**src/rtl/control_unit_fsm.sv**
```systemverilog
// Instruction sequencer for the 12-bit accumulator datapath: fetch, decode, execute,
// driving ALU operation, register loads, bus select and req/ack memory strobes.
module control_unit_fsm #(
    parameter int unsigned op_width = 4
) (
    input  logic                clk,
    input  logic                reset,
    input  logic [op_width-1:0] opcode,
    input  logic                Zflag,
    input  logic                mem_ack,
    output logic [2:0]          ALU_Operation,
    output logic                ac_load,
    output logic                r_load,
    output logic                ir_load,
    output logic                pc_inc,
    output logic                pc_load,
    output logic                ar_load,
    output logic                ar_src,
    output logic                mem_rd,
    output logic                mem_wr,
    output logic [1:0]          bus_sel,
    output logic                halted,
    output logic                illegal
);

    typedef enum logic [2:0] {
        FETCH_A = 3'd0,
        FETCH_M = 3'd1,
        DECODE  = 3'd2,
        EXEC    = 3'd3,
        MEM_A   = 3'd4,
        MEM_X   = 3'd5,
        HALT    = 3'd6
    } state_t;

    localparam logic [2:0] ALU_IDLE  = 3'b000;
    localparam logic [2:0] ALU_PASS  = 3'b001;
    localparam logic [2:0] ALU_ADD   = 3'b010;
    localparam logic [2:0] ALU_SUB   = 3'b011;
    localparam logic [2:0] ALU_MUL   = 3'b100;
    localparam logic [2:0] ALU_PLUS1 = 3'b101;
    localparam logic [2:0] ALU_ZERO  = 3'b110;

    localparam logic [1:0] BUS_MEM = 2'b00;
    localparam logic [1:0] BUS_AC  = 2'b01;
    localparam logic [1:0] BUS_R   = 2'b10;

    localparam logic [op_width-1:0] OP_NOP  = op_width'(4'h0);
    localparam logic [op_width-1:0] OP_LDAC = op_width'(4'h1);
    localparam logic [op_width-1:0] OP_STAC = op_width'(4'h2);
    localparam logic [op_width-1:0] OP_ADD  = op_width'(4'h3);
    localparam logic [op_width-1:0] OP_SUB  = op_width'(4'h4);
    localparam logic [op_width-1:0] OP_MUL  = op_width'(4'h5);
    localparam logic [op_width-1:0] OP_INAC = op_width'(4'h6);
    localparam logic [op_width-1:0] OP_CLAC = op_width'(4'h7);
    localparam logic [op_width-1:0] OP_MOVR = op_width'(4'h8);
    localparam logic [op_width-1:0] OP_MVAC = op_width'(4'h9);
    localparam logic [op_width-1:0] OP_JUMP = op_width'(4'hA);
    localparam logic [op_width-1:0] OP_JMPZ = op_width'(4'hB);
    localparam logic [op_width-1:0] OP_UD_C = op_width'(4'hC);
    localparam logic [op_width-1:0] OP_UD_D = op_width'(4'hD);
    localparam logic [op_width-1:0] OP_UD_E = op_width'(4'hE);
    localparam logic [op_width-1:0] OP_HALT = op_width'(4'hF);

    state_t state, state_n;

    always_ff @(posedge clk) begin
        if (reset) state <= FETCH_A;
        else       state <= state_n;
    end

    // Outputs are a decode of state+opcode; reset forces everything quiet.
    always_comb begin
        state_n       = state;
        ALU_Operation = ALU_IDLE;
        ac_load       = 1'b0;
        r_load        = 1'b0;
        ir_load       = 1'b0;
        pc_inc        = 1'b0;
        pc_load       = 1'b0;
        ar_load       = 1'b0;
        ar_src        = 1'b0;
        mem_rd        = 1'b0;
        mem_wr        = 1'b0;
        bus_sel       = BUS_MEM;
        halted        = 1'b0;
        illegal       = 1'b0;

        if (!reset) begin
            unique case (state)
                FETCH_A: begin
                    ar_load = 1'b1;
                    state_n = FETCH_M;
                end
                FETCH_M: begin
                    mem_rd  = 1'b1;
                    bus_sel = BUS_MEM;
                    if (mem_ack) begin
                        ir_load = 1'b1;
                        pc_inc  = 1'b1;
                        state_n = DECODE;
                    end
                end
                DECODE: begin
                    unique case (opcode)
                        OP_NOP:                    state_n = FETCH_A;
                        OP_LDAC, OP_STAC:          state_n = MEM_A;
                        OP_HALT:                   state_n = HALT;
                        OP_UD_C, OP_UD_D, OP_UD_E: begin
                            illegal = 1'b1;
                            state_n = FETCH_A;
                        end
                        default:                   state_n = EXEC;
                    endcase
                end
                EXEC: begin
                    state_n = FETCH_A;
                    case (opcode)
                        OP_ADD:  begin ALU_Operation = ALU_ADD;   bus_sel = BUS_R; ac_load = 1'b1; end
                        OP_SUB:  begin ALU_Operation = ALU_SUB;   bus_sel = BUS_R; ac_load = 1'b1; end
                        OP_MUL:  begin ALU_Operation = ALU_MUL;   bus_sel = BUS_R; ac_load = 1'b1; end
                        OP_INAC: begin ALU_Operation = ALU_PLUS1; ac_load = 1'b1; end
                        OP_CLAC: begin ALU_Operation = ALU_ZERO;  ac_load = 1'b1; end
                        OP_MOVR: begin r_load = 1'b1; bus_sel = BUS_AC; end
                        OP_MVAC: begin ALU_Operation = ALU_PASS;  bus_sel = BUS_R; ac_load = 1'b1; end
                        OP_JUMP: pc_load = 1'b1;
                        OP_JMPZ: pc_load = Zflag;
                        default: ;
                    endcase
                end
                MEM_A: begin
                    ar_load = 1'b1;
                    ar_src  = 1'b1;
                    state_n = MEM_X;
                end
                MEM_X: begin
                    // Only LDAC/STAC reach here, so anything other than LDAC is a store.
                    if (opcode == OP_LDAC) begin
                        mem_rd        = 1'b1;
                        bus_sel       = BUS_MEM;
                        ALU_Operation = ALU_PASS;
                        ac_load       = mem_ack;
                    end else begin
                        mem_wr  = 1'b1;
                        bus_sel = BUS_AC;
                    end
                    if (mem_ack) state_n = FETCH_A;
                end
                HALT: begin
                    halted = 1'b1;
                end
                default: state_n = FETCH_A;
            endcase
        end
    end

endmodule

```
**config.mk**
```make
export PLATFORM = sky130hd
export DESIGN_NAME = control_unit_fsm
export DESIGN_NICKNAME = d
export VERILOG_FILES = /design/src/rtl/control_unit_fsm.sv
export SDC_FILE = /design/constraint.sdc
export NUM_CORES = 1
export LEC_CHECK = 0
export ABC_CLOCK_PERIOD_IN_PS = 1500
export CAP_MARGIN = 20
export CORE_MARGIN = 5
export CORE_UTILIZATION = 36
export CTS_CLUSTER_SIZE = 20
export DETAILED_ROUTE_END_ITERATION = 16
export PLACE_DENSITY = 0.73
export SETUP_SLACK_MARGIN = 0.15
export SYNTH_ARGS = -nofsm -noshare
export SYNTH_HDL_FRONTEND = slang
export SYNTH_SLANG_ARGS = --single-unit
```
**constraint.sdc**
```tcl
create_clock -name clk -period 1.5 [get_ports clk]
set_clock_uncertainty 0.15 [all_clocks]
set_input_delay 0.15 -clock clk [delete_from_list [all_inputs] [get_ports clk]]
set_output_delay 0.15 -clock clk [all_outputs]
set_load 0.05 [all_outputs]
```
==> results of run 1 <==
synthesized netlist by cell type (all sizes together) (2+ instances only):
cell / instances
and3b: 2
o21ai: 5
nor2b: 4
nand2b: 4
nor2: 5
dfxtp: 3
nand3: 2
a21oi: 7
buf: 8
and2: 2
inv: 2
nor3b: 2
nand2: 6
nor3: 7
or3: 2
through the flow:
step / setup slack [ps] / instances / util
global placement: -509.4 / 137 / 0.8325
floorplan: -206.9 / 80 / -
CTS: -339.3 / 147 / 0.9405
detailed placement: -533.5 / 137 / 0.8325
cells by family after synthesis:
kind of cell / after synthesis / synth area share
AOI/OAI and AO/OA: 20 / 0.2368
buffers and inverters: 11 / 0.1103
DFF: 3 / 0.1103
and+or+nand+nor: 46 / 0.5425
timing repair:
item,in CTS
resized for setup,34
setup buffers,6
endpoints found under the setup margin,19
pin swaps,15
==> metrics.csv, run 1 <==
metric,value,unit
synthesis warning total,0,
count of state elements after synthesis,3,
H-tree Lvls,1,
"Cell Area, Placed",1225,um2
I/O pin count,24,
sequential area share after synthesis,0.1103,
cts hold-fix bufs,0,
Yosys top cell area share,0.1103,
starting density of the core,0.3699,
largest net degree at the start of global routing,15,
Site Rows,14,
Crit. endpoint post-GRT repair,ALU_Operation[2],
Die Ht,48.88,um
root buffer cell,clkbuf_4,
clk buf depth,2,
port bufs,23,
Synth area leaders,"dfxtp_1 (11%), a21oi_1 (6.4%), buf_2 (5.5%)",
Mapped Cells,80,
Post-synth EDFFs,0,
syn nets,88,
Mean Syn Cell Area,6.803,um2
worst ep type,primary output,
"Top FF cell, synth",dfxtp_1,
status,aborted with a tool error,
Netlist cell types,39,
CTS sink count,3,
routability cong.,0.8081,
Post-Syn Area,544.3,um2
Async SR Flop Fraction,0,
cts bufs inserted,3,
chip width,48.88,um
Exit stage,global routing,
post-synth top area cell,dfxtp_1,
First Err,"[ERROR DPL-0038] Utilization greater than 100%, impossible to legalize",
hpwl dp,1753,um
==> run 2, diff against run 1 <==
==> config.mk (replaced) <==
export PLATFORM = sky130hd
export DESIGN_NAME = control_unit_fsm
export DESIGN_NICKNAME = d
export VERILOG_FILES = /design/src/rtl/control_unit_fsm.sv
export SDC_FILE = /design/constraint.sdc
export NUM_CORES = 1
export LEC_CHECK = 0
export ABC_CLOCK_PERIOD_IN_PS = 2000
export CAP_MARGIN = 20
export CORE_AREA = 5 5 66 68
export DETAILED_ROUTE_END_ITERATION = 16
export DIE_AREA = 0 0 71 73
export PLACE_DENSITY_LB_ADDON = 0.15
export SYNTH_ARGS = -nofsm -noshare
export SYNTH_HDL_FRONTEND = slang
export SYNTH_SLANG_ARGS = --single-unit
==> constraint.sdc (replaced) <==
create_clock -name clk -period 2 [get_ports clk]
set_clock_uncertainty 0.15 [all_clocks]
set_input_delay 0.2 -clock clk [delete_from_list [all_inputs] [get_ports clk]]
set_output_delay 0.2 -clock clk [all_outputs]
set_load 0.05 [all_outputs]
==> metrics.csv, run 2 <==
metric,value,unit
top sig layer,met3,
"Most flops, register",state,
clk slew on worst S/H paths,30,ps
Post-synth EDFFs,0,
H-tree Lvls,1,
Avg Vias per Cell,4.194,
largest net degree at the start of global routing,14,
worst vdd ir,0.2974,mV
Worst R2R End,state[1],
Regs by FF count,state: 3 flops,
Worst setup SP type,primary input,
HP Start,opcode[2],
Synth area leaders,"dfxtp_1 (11%), a21oi_1 (6.4%), buf_2 (5.5%)",
I/O pin count,24,
Filler cells,433,
Slew HR,0.7552,
routability cong.,0.7897,
Pleak,0.4662,nW
Worst R2R Path Depth,3,
Layout area overhead,119.3,%
port bufs,23,
vias post-DR,713,
period utilisation layout,0.9769,
"Hold Vio Cnt, Final",0,
reg2reg setup slack,700,ps
Worst Hold End,state[2],
RSZ-0062 raised after global routing,true,
Finished Layout Cells,170,
total track usage,0.07892,
Mapped Cells,80,
root buffer cell,clkbuf_8,
"antenna viol nets, final",0,
Site Rows,23,
vias in the first global route,725,
sequential share of power,0.168,
NumNets Final,129,
WL/cell,11.52,um
met2 wire len,890,um
fmax,511.8,MHz
Sw Ratio,0.3119,
met3 routed WL,96,um
Overflow after GRT,0,
Buffers & Inverters on Critical Path,3,
combinational share of power,0.406,
Netlist cell types,39,
endpoints failing setup,0,
critical path capture point type,output pin,
Yosys top cell area share,0.1103,
hold crit path type,primary input to flop,
Clock Latency Late Sink,210,ps
Setup Buffers After CTS,0,
syn nets,88,
total routed wirelength,1958,um
Top Family by Delay on Critical Path,buffers and inverters,
chip width,71,um
Pre-antenna DRT Iters,4,
critical path required time,1650,ps
synthesis warning total,0,
most frequent cells in the layout,"buf_4 (23), buf_12 (15), a21oi_1 (7)",
cts bufs inserted,3,
max reg flops,3,
ant diodes,0,
worst-path maximum fanout,3,
cell area after layout,1194,um2
Die Footprint,5183,um2
count of state elements after synthesis,3,
CP max-delay cell,clkdlybuf4s50_1,
total power per unit cell area,341.8,nW/um2
DP Cell Count,166,
hpwl dp,1565,um
WL met1,971,um
Core Area,3799,um2
sequential area share after synthesis,0.1103,
crit-path max cell delay,420,ps
"top cells by count, synth","a21oi_1 (7), buf_2 (6), nand2_1 (6), nor3_1 (6), nor2_1 (5)",
switching power,0.1273,mW
initial antenna violation count,0,
crit path cell chain,clkdlybuf4s50_1 > nand2b_4 > buf_4 > or2_1 > a21oi_1 > buf_12,
Die Ht,73,um
DR iter-0 viols,18,
"Cell Area, Placed",1130,um2
Post-Syn Area,544.3,um2
Slew @ Worst Pin,362.4,ps
DR DRC count,0,
Sum Neg Setup Slack,0,ps
top-count cell post-synth,a21oi_1,
clk buf depth,2,
Internal Power,0.2808,mW
Max-cap violations,0,
Pins Over Slew Limit,0,
"commonest non-fill, non-tap cell in the layout",buf_4,
Mean Syn Cell Area,6.803,um2
WP data arrival,1600,ps
layout cells sized above 1,0.4583,
clock power share,0.427,
post-synth top area cell,dfxtp_1,
"Top FF cell, synth",dfxtp_1,
cts hold-fix bufs,0,
min Tclk post-route,1954,ps
CTS sink count,3,
Setup CP Type,primary input to output pin,
Async SR Flop Fraction,0,
status,"finished, final reports clean",
worst hold path stage count,5,
TritonCTS clock tree,done,
first-pass GRT wire length,3312,um
starting density of the core,0.1433,
critical register-to-register path startpoint,state[2],
-- run 2: how the worst max path moves through the flow --
stage / start / endpoint / slack, ps / cells after the start
6_report: reset / bus_sel[1] / 50 / 6
5_1_grt: reset / bus_sel[1] / -40 / 6
4_1_cts: opcode[2] / ac_load / 20 / 6
3_5_place_dp: opcode[2] / ac_load / -180 / 6
3_3_place_gp: opcode[2] / ac_load / -190 / 6
2_1_floorplan: state[0] / pc_inc / -8 / 4
-- run 2: metal layers --
metal  vias up  track usage
li1        370            -
met1       325       0.1031
met2        18       0.1298
met3         0      0.01653
met4         0      0.02505
met5         -            0
-- run 2: timing repair --
action                                  CTS  global route
resized for setup                         8             2
pin swaps                                 1             1
endpoints found under the setup margin    8             3
-- run 2: per-stage QoR --
stage	power, mW	utilization	hold WS (ps)	worst slack, ps
global placement	0.2341	0.2974	556.9	-188.4
floorplan	0.1519	-	213.6	-8.017
global route	0.4361	0.3142	479.0	-38.45
detailed placement	0.2343	0.2974	540.6	-177.0
finish	0.4080	0.3142	449.9	46.24
CTS	0.4169	0.3152	547.4	22.68
-- run 2: power by group through the flow --
stage                     clock network (mW)  logic, mW  registers (mW)
after floorplan                            0     0.0847          0.0673
after global placement                     0      0.165          0.0695
after detailed placement                   0      0.165          0.0693
after CTS                              0.181      0.167          0.0686
after global routing                   0.189      0.179          0.0688
final                                  0.174      0.165          0.0685
-- run 2: final cells by class --
| class | instances | area [um2] | share of cell area |
|---|---|---|---|
| Tap cell | 50 | 62.56 | 0.05241 |
| Sequential cell | 3 | 60.06 | 0.05031 |
| Clock buffer | 4 | 45.04 | 0.03774 |
| Inverter | 2 | 7.507 | 0.006289 |
| Timing Repair Buffer | 45 | 534.3 | 0.4476 |
| Multi-Input combinational cell | 66 | 484.2 | 0.4057 |
-- run 2: worst min-delay path: cells and delay by family --
family,cells,cell delay (ps)
AOI/OAI and AO/OA,2,200
and+or+nand+nor,1,70
buffers and inverters,2,280
-- run 2: cell families (layout without fill, tap and decap cells) --
group / count (synthesis) / count (layout) / synth area share
flops: 3 / 3 / 0.1103
simple gates: 46 / 46 / 0.5425
compound gates: 20 / 20 / 0.2368
buf+inv: 11 / 51 / 0.1103
(Power assumes the default switching activity.)
==> run 3, diff against run 2 <==
--- a/config.mk
+++ b/config.mk
@@ -10,7 +10,8 @@
 export CORE_AREA = 5 5 66 68
 export DETAILED_ROUTE_END_ITERATION = 16
 export DIE_AREA = 0 0 71 73
-export PLACE_DENSITY_LB_ADDON = 0.15
+export GPL_TIMING_DRIVEN = 0
+export PLACE_DENSITY = 0.39
 export SYNTH_ARGS = -nofsm -noshare
 export SYNTH_HDL_FRONTEND = slang
 export SYNTH_SLANG_ARGS = --single-unit
==> metrics.csv, run 3 (same netlist as run 2, synthesis figures left out) <==
metric,value,unit
Avg Vias per Cell,4.242,
status,"finished, final reports clean",
first-pass GRT wire length,3208,um
Regs by FF count,state: 3 flops,
crit path cell chain,nand2b_1 > or3b_4 > o31ai_2 > buf_6,
pre-CTS WS,-789.7,ps
hpwl dp,1448,um
Layout area overhead,68.74,%
critical path capture point type,output pin,
WP data arrival,1610,ps
"Most flops, register",state,
critical path required time,1650,ps
worst vdd ir,0.2957,mV
cell area after layout,918.4,um2
NumNets Final,116,
Site Rows,23,
M3 GR Usage,0.02066,
Most Crowded Layer GR,met2,
vias in the first global route,668,
total routed wirelength,1899,um
DR iter-0 viols,30,
Top Family by Delay on Critical Path,simple AND/OR/NAND/NOR gates,
total power per unit cell area,407.5,nW/um2
met1 Usage GRT,0.1016,
largest net degree at the start of global routing,11,
Overflow after GRT,0,
worst-path maximum fanout,5,
H-tree Lvls,1,
most frequent cells in the layout,"buf_4 (8), a21oi_1 (7), nand2_1 (6), dlygate4sd2_1 (6)",
WL/cell,12.10,um
hold crit path type,primary input to flop,
I/O pin count,24,
"antenna viol nets, final",0,
Pre-antenna DRT Iters,4,
Sum Neg Setup Slack,0,ps
root buffer cell,clkbuf_8,
Die Footprint,5183,um2
"Hold Vio Cnt, Final",0,
Buffers & Inverters on Critical Path,1,
CTS sink count,3,
Setup CP Type,flop to output pin,
DR DRC count,0,
Finished Layout Cells,157,
ant diodes,0,
fmax,510.3,MHz
"commonest non-fill, non-tap cell in the layout",buf_4,
Max-cap violations,0,
min Tclk post-route,1960,ps
cts bufs inserted,3,
crit-path max cell delay,440,ps
reg2reg setup slack,600,ps
Pins Over Slew Limit,0,
clk slew on worst S/H paths,30,ps
routability cong.,0.6701,
"Cell Area, Placed",859.6,um2
Tot Pwr,0.3742,mW
endpoints failing setup,0,
Die Ht,73,um
TritonCTS clock tree,done,
Core Area,3799,um2
starting density of the core,0.1433,
cts hold-fix bufs,0,
Slew HR,0.6726,
vias post-DR,666,
initial antenna violation count,0,
Worst Slack Setup Final,40.41,ps
clk buf depth,2,
CP max-delay cell,or3b_4,
post-layout util,0.2418,
total track usage,0.07580,
layout cells sized above 1,0.3645,
chip width,71,um
DP Cell Count,152,
port bufs,22,
Worst setup SP type,flop,
Hold Worst Slack,60.76,ps
period utilisation layout,0.9798,
RSZ-0062 raised after global routing,true,
M2 GR Usage,0.1174,
max reg flops,3,
Slew @ Worst Pin,493.1,ps
Clock Latency Late Sink,210,ps
Pleak,0.3648,nW
## run 3: final timing paths
path / startpoint / endpoint / depth (start not counted)
setup / recovery: state[2] / bus_sel[0] / 4
hold / removal: reset / state[1] / 2
setup reg to reg: state[2] / state[1] / 3
hold reg to reg: state[0] / state[1] / 3
## run 3: repair_timing
action,4_1_cts,5_1_grt
setup buffers,1,0
setup endpoints to repair,16,10
resized for setup,81,14
pin swaps,0,1
## run 3: layer usage
| layer | vias up | share of wire |
|---|---|---|
| li1 | 344 | - |
| met1 | 304 | 0.52 |
| met2 | 16 | 0.43 |
| met3 | 2 | 0.051 |
| met4 | 0 | 0.0026 |
| met5 | - | 0 |
## run 3: where the power goes
group	switching [mW]	internal (mW)
Clock	0.0393	0.136
Sequential	0.00416	0.0636
Combinational	0.0792	0.0521
## run 3: layout make-up
class	instances	area (um2)
plain buffers	9	73.82
clock buffers	4	45.04
fillers	427	2880
inverters	2	7.507
multi-input cells	66	476.7
flip-flops and latches	3	60.06
well taps	50	62.56
repair buffers	23	192.7
==> run 4, diff against run 3 <==
--- a/config.mk
+++ b/config.mk
@@ -10,7 +10,6 @@
 export CORE_AREA = 5 5 66 68
 export DETAILED_ROUTE_END_ITERATION = 16
 export DIE_AREA = 0 0 71 73
-export GPL_TIMING_DRIVEN = 0
 export PLACE_DENSITY = 0.39
 export SYNTH_ARGS = -nofsm -noshare
 export SYNTH_HDL_FRONTEND = slang
==> metrics.csv, run 4 (same netlist as run 2, synthesis figures left out) <==
metric,value,unit
status,"finished, final reports clean",
worst-path maximum fanout,3,
WL/cell,11.84,um
WL met1,941,um
Pleak,0.4918,nW
Worst Slack Setup Final,49.98,ps
pre-CTS WS,-191.7,ps
Setup Buffers After CTS,0,
cell area after layout,1246,um2
Top Family by Delay on Critical Path,buffers and inverters,
cts bufs inserted,3,
CP max-delay cell,clkdlybuf4s50_1,
DR iter-0 viols,7,
initial antenna violation count,0,
HP Start,opcode[1],
total track usage,0.08612,
Buffers & Inverters on Critical Path,3,
met3 routed WL,153,um
top sig layer,met4,
Worst setup SP type,primary input,
cts hold-fix bufs,0,
vias in the first global route,750,
Pre-antenna DRT Iters,4,
Pins Over Slew Limit,0,
worst vdd ir,0.3320,mV
RSZ-0062 raised after global routing,false,
NumNets Final,133,
Die Ht,73,um
Slew @ Worst Pin,367.6,ps
max reg flops,3,
CP Launch Point,reset,
"commonest non-fill, non-tap cell in the layout",buf_4,
total routed wirelength,2060,um
ant diodes,0,
critical register-to-register path startpoint,state[2],
chip width,71,um
CTS sink count,3,
Layout area overhead,129.0,%
H-tree Lvls,1,
Core Area,3799,um2
"Most flops, register",state,
root buffer cell,clkbuf_8,
endpoints failing setup,0,
clk slew on worst S/H paths,30,ps
Slew HR,0.7531,
"Cell Area, Placed",1160,um2
first-pass GRT wire length,3525,um
crit-path max cell delay,430,ps
I/O pin count,24,
starting density of the core,0.1433,
Avg Vias per Cell,4.276,
WP data arrival,1600,ps
layout cells sized above 1,0.5000,
fmax,512.8,MHz
clk buf depth,2,
period utilisation layout,0.9750,
port bufs,23,
vias post-DR,744,
critical path required time,1650,ps
reg2reg setup slack,730,ps
critical path capture point type,output pin,
"Hold Vio Cnt, Final",0,
hpwl dp,1669,um
crit path cell chain,clkdlybuf4s50_1 > nand2b_4 > buf_4 > or2_4 > a21oi_1 > buf_12,
routability cong.,0.8226,
hold crit path type,primary input to flop,
TritonCTS clock tree,done,
Site Rows,23,
Overflow after GRT,0,
total power per unit cell area,340.7,nW/um2
met2 wire len,933,um
DR DRC count,0,
most frequent cells in the layout,"buf_4 (27), buf_12 (14), a21oi_1 (7)",
"antenna viol nets, final",0,
Regs by FF count,state: 3 flops,
min Tclk post-route,1950,ps
Sum Neg Setup Slack,0,ps
largest net degree at the start of global routing,14,
Clock Latency Late Sink,220,ps
Die Footprint,5183,um2
Max-cap violations,0,
Setup CP Type,primary input to output pin,
==> run 4: routing by layer <==
| layer | up-vias | track usage |
|---|---|---|
| li1 | 380 | - |
| met1 | 340 | 0.1008 |
| met2 | 20 | 0.1339 |
| met3 | 4 | 0.03719 |
| met4 | 0 | 0.04384 |
| met5 | - | 0 |
==> run 4: area by class of cell <==
class | count | area, um2
multi-input cells | 66 | 495.5
clock buffers | 4 | 45.04
well taps | 50 | 62.56
flip-flops and latches | 3 | 61.31
repair buffers | 49 | 574.3
inverters | 2 | 7.507
fillers | 418 | 2552
==> run 4: worst register-to-register path, stage by stage (launching register included) <==
cell and delay, ps:
dfxtp_1 290, buf_4 170, o41ai_1 420, a21oi_1 100
==> run 4: what timing repair did <==
action,CTS,global route
gates resized for setup,8,7
gates cloned,0,0
pin swaps,3,2
setup endpoints to repair,11,6
==> run 4: path summary, 6_finish.rpt <==
check                             endpoint  cells past startpoint
worst max-delay path            bus_sel[1]                      6
worst min-delay path              state[2]                      3
worst max register to register    state[1]                      3
worst min register to register    state[2]                      3
==> run 4: metrics by stage <==
step                power [mW]  hold WS (ps)  cells    util
finish                  0.4246         458.7    174  0.3281
global route            0.4549         500.2    174  0.3281
CTS                     0.4296         436.4    174  0.3208
detailed placement      0.2433         558.8    170  0.3053
global placement        0.2429         545.4    170  0.3053
floorplan               0.1519         213.6     80       -
==> run 4: power breakdown <==
| group | internal, mW | switching, mW |
|---|---|---|
| Sequential | 0.0641 | 0.00500 |
| Clock | 0.136 | 0.0420 |
| Combinational | 0.0885 | 0.0890 |
| Total | 0.289 | 0.136 |
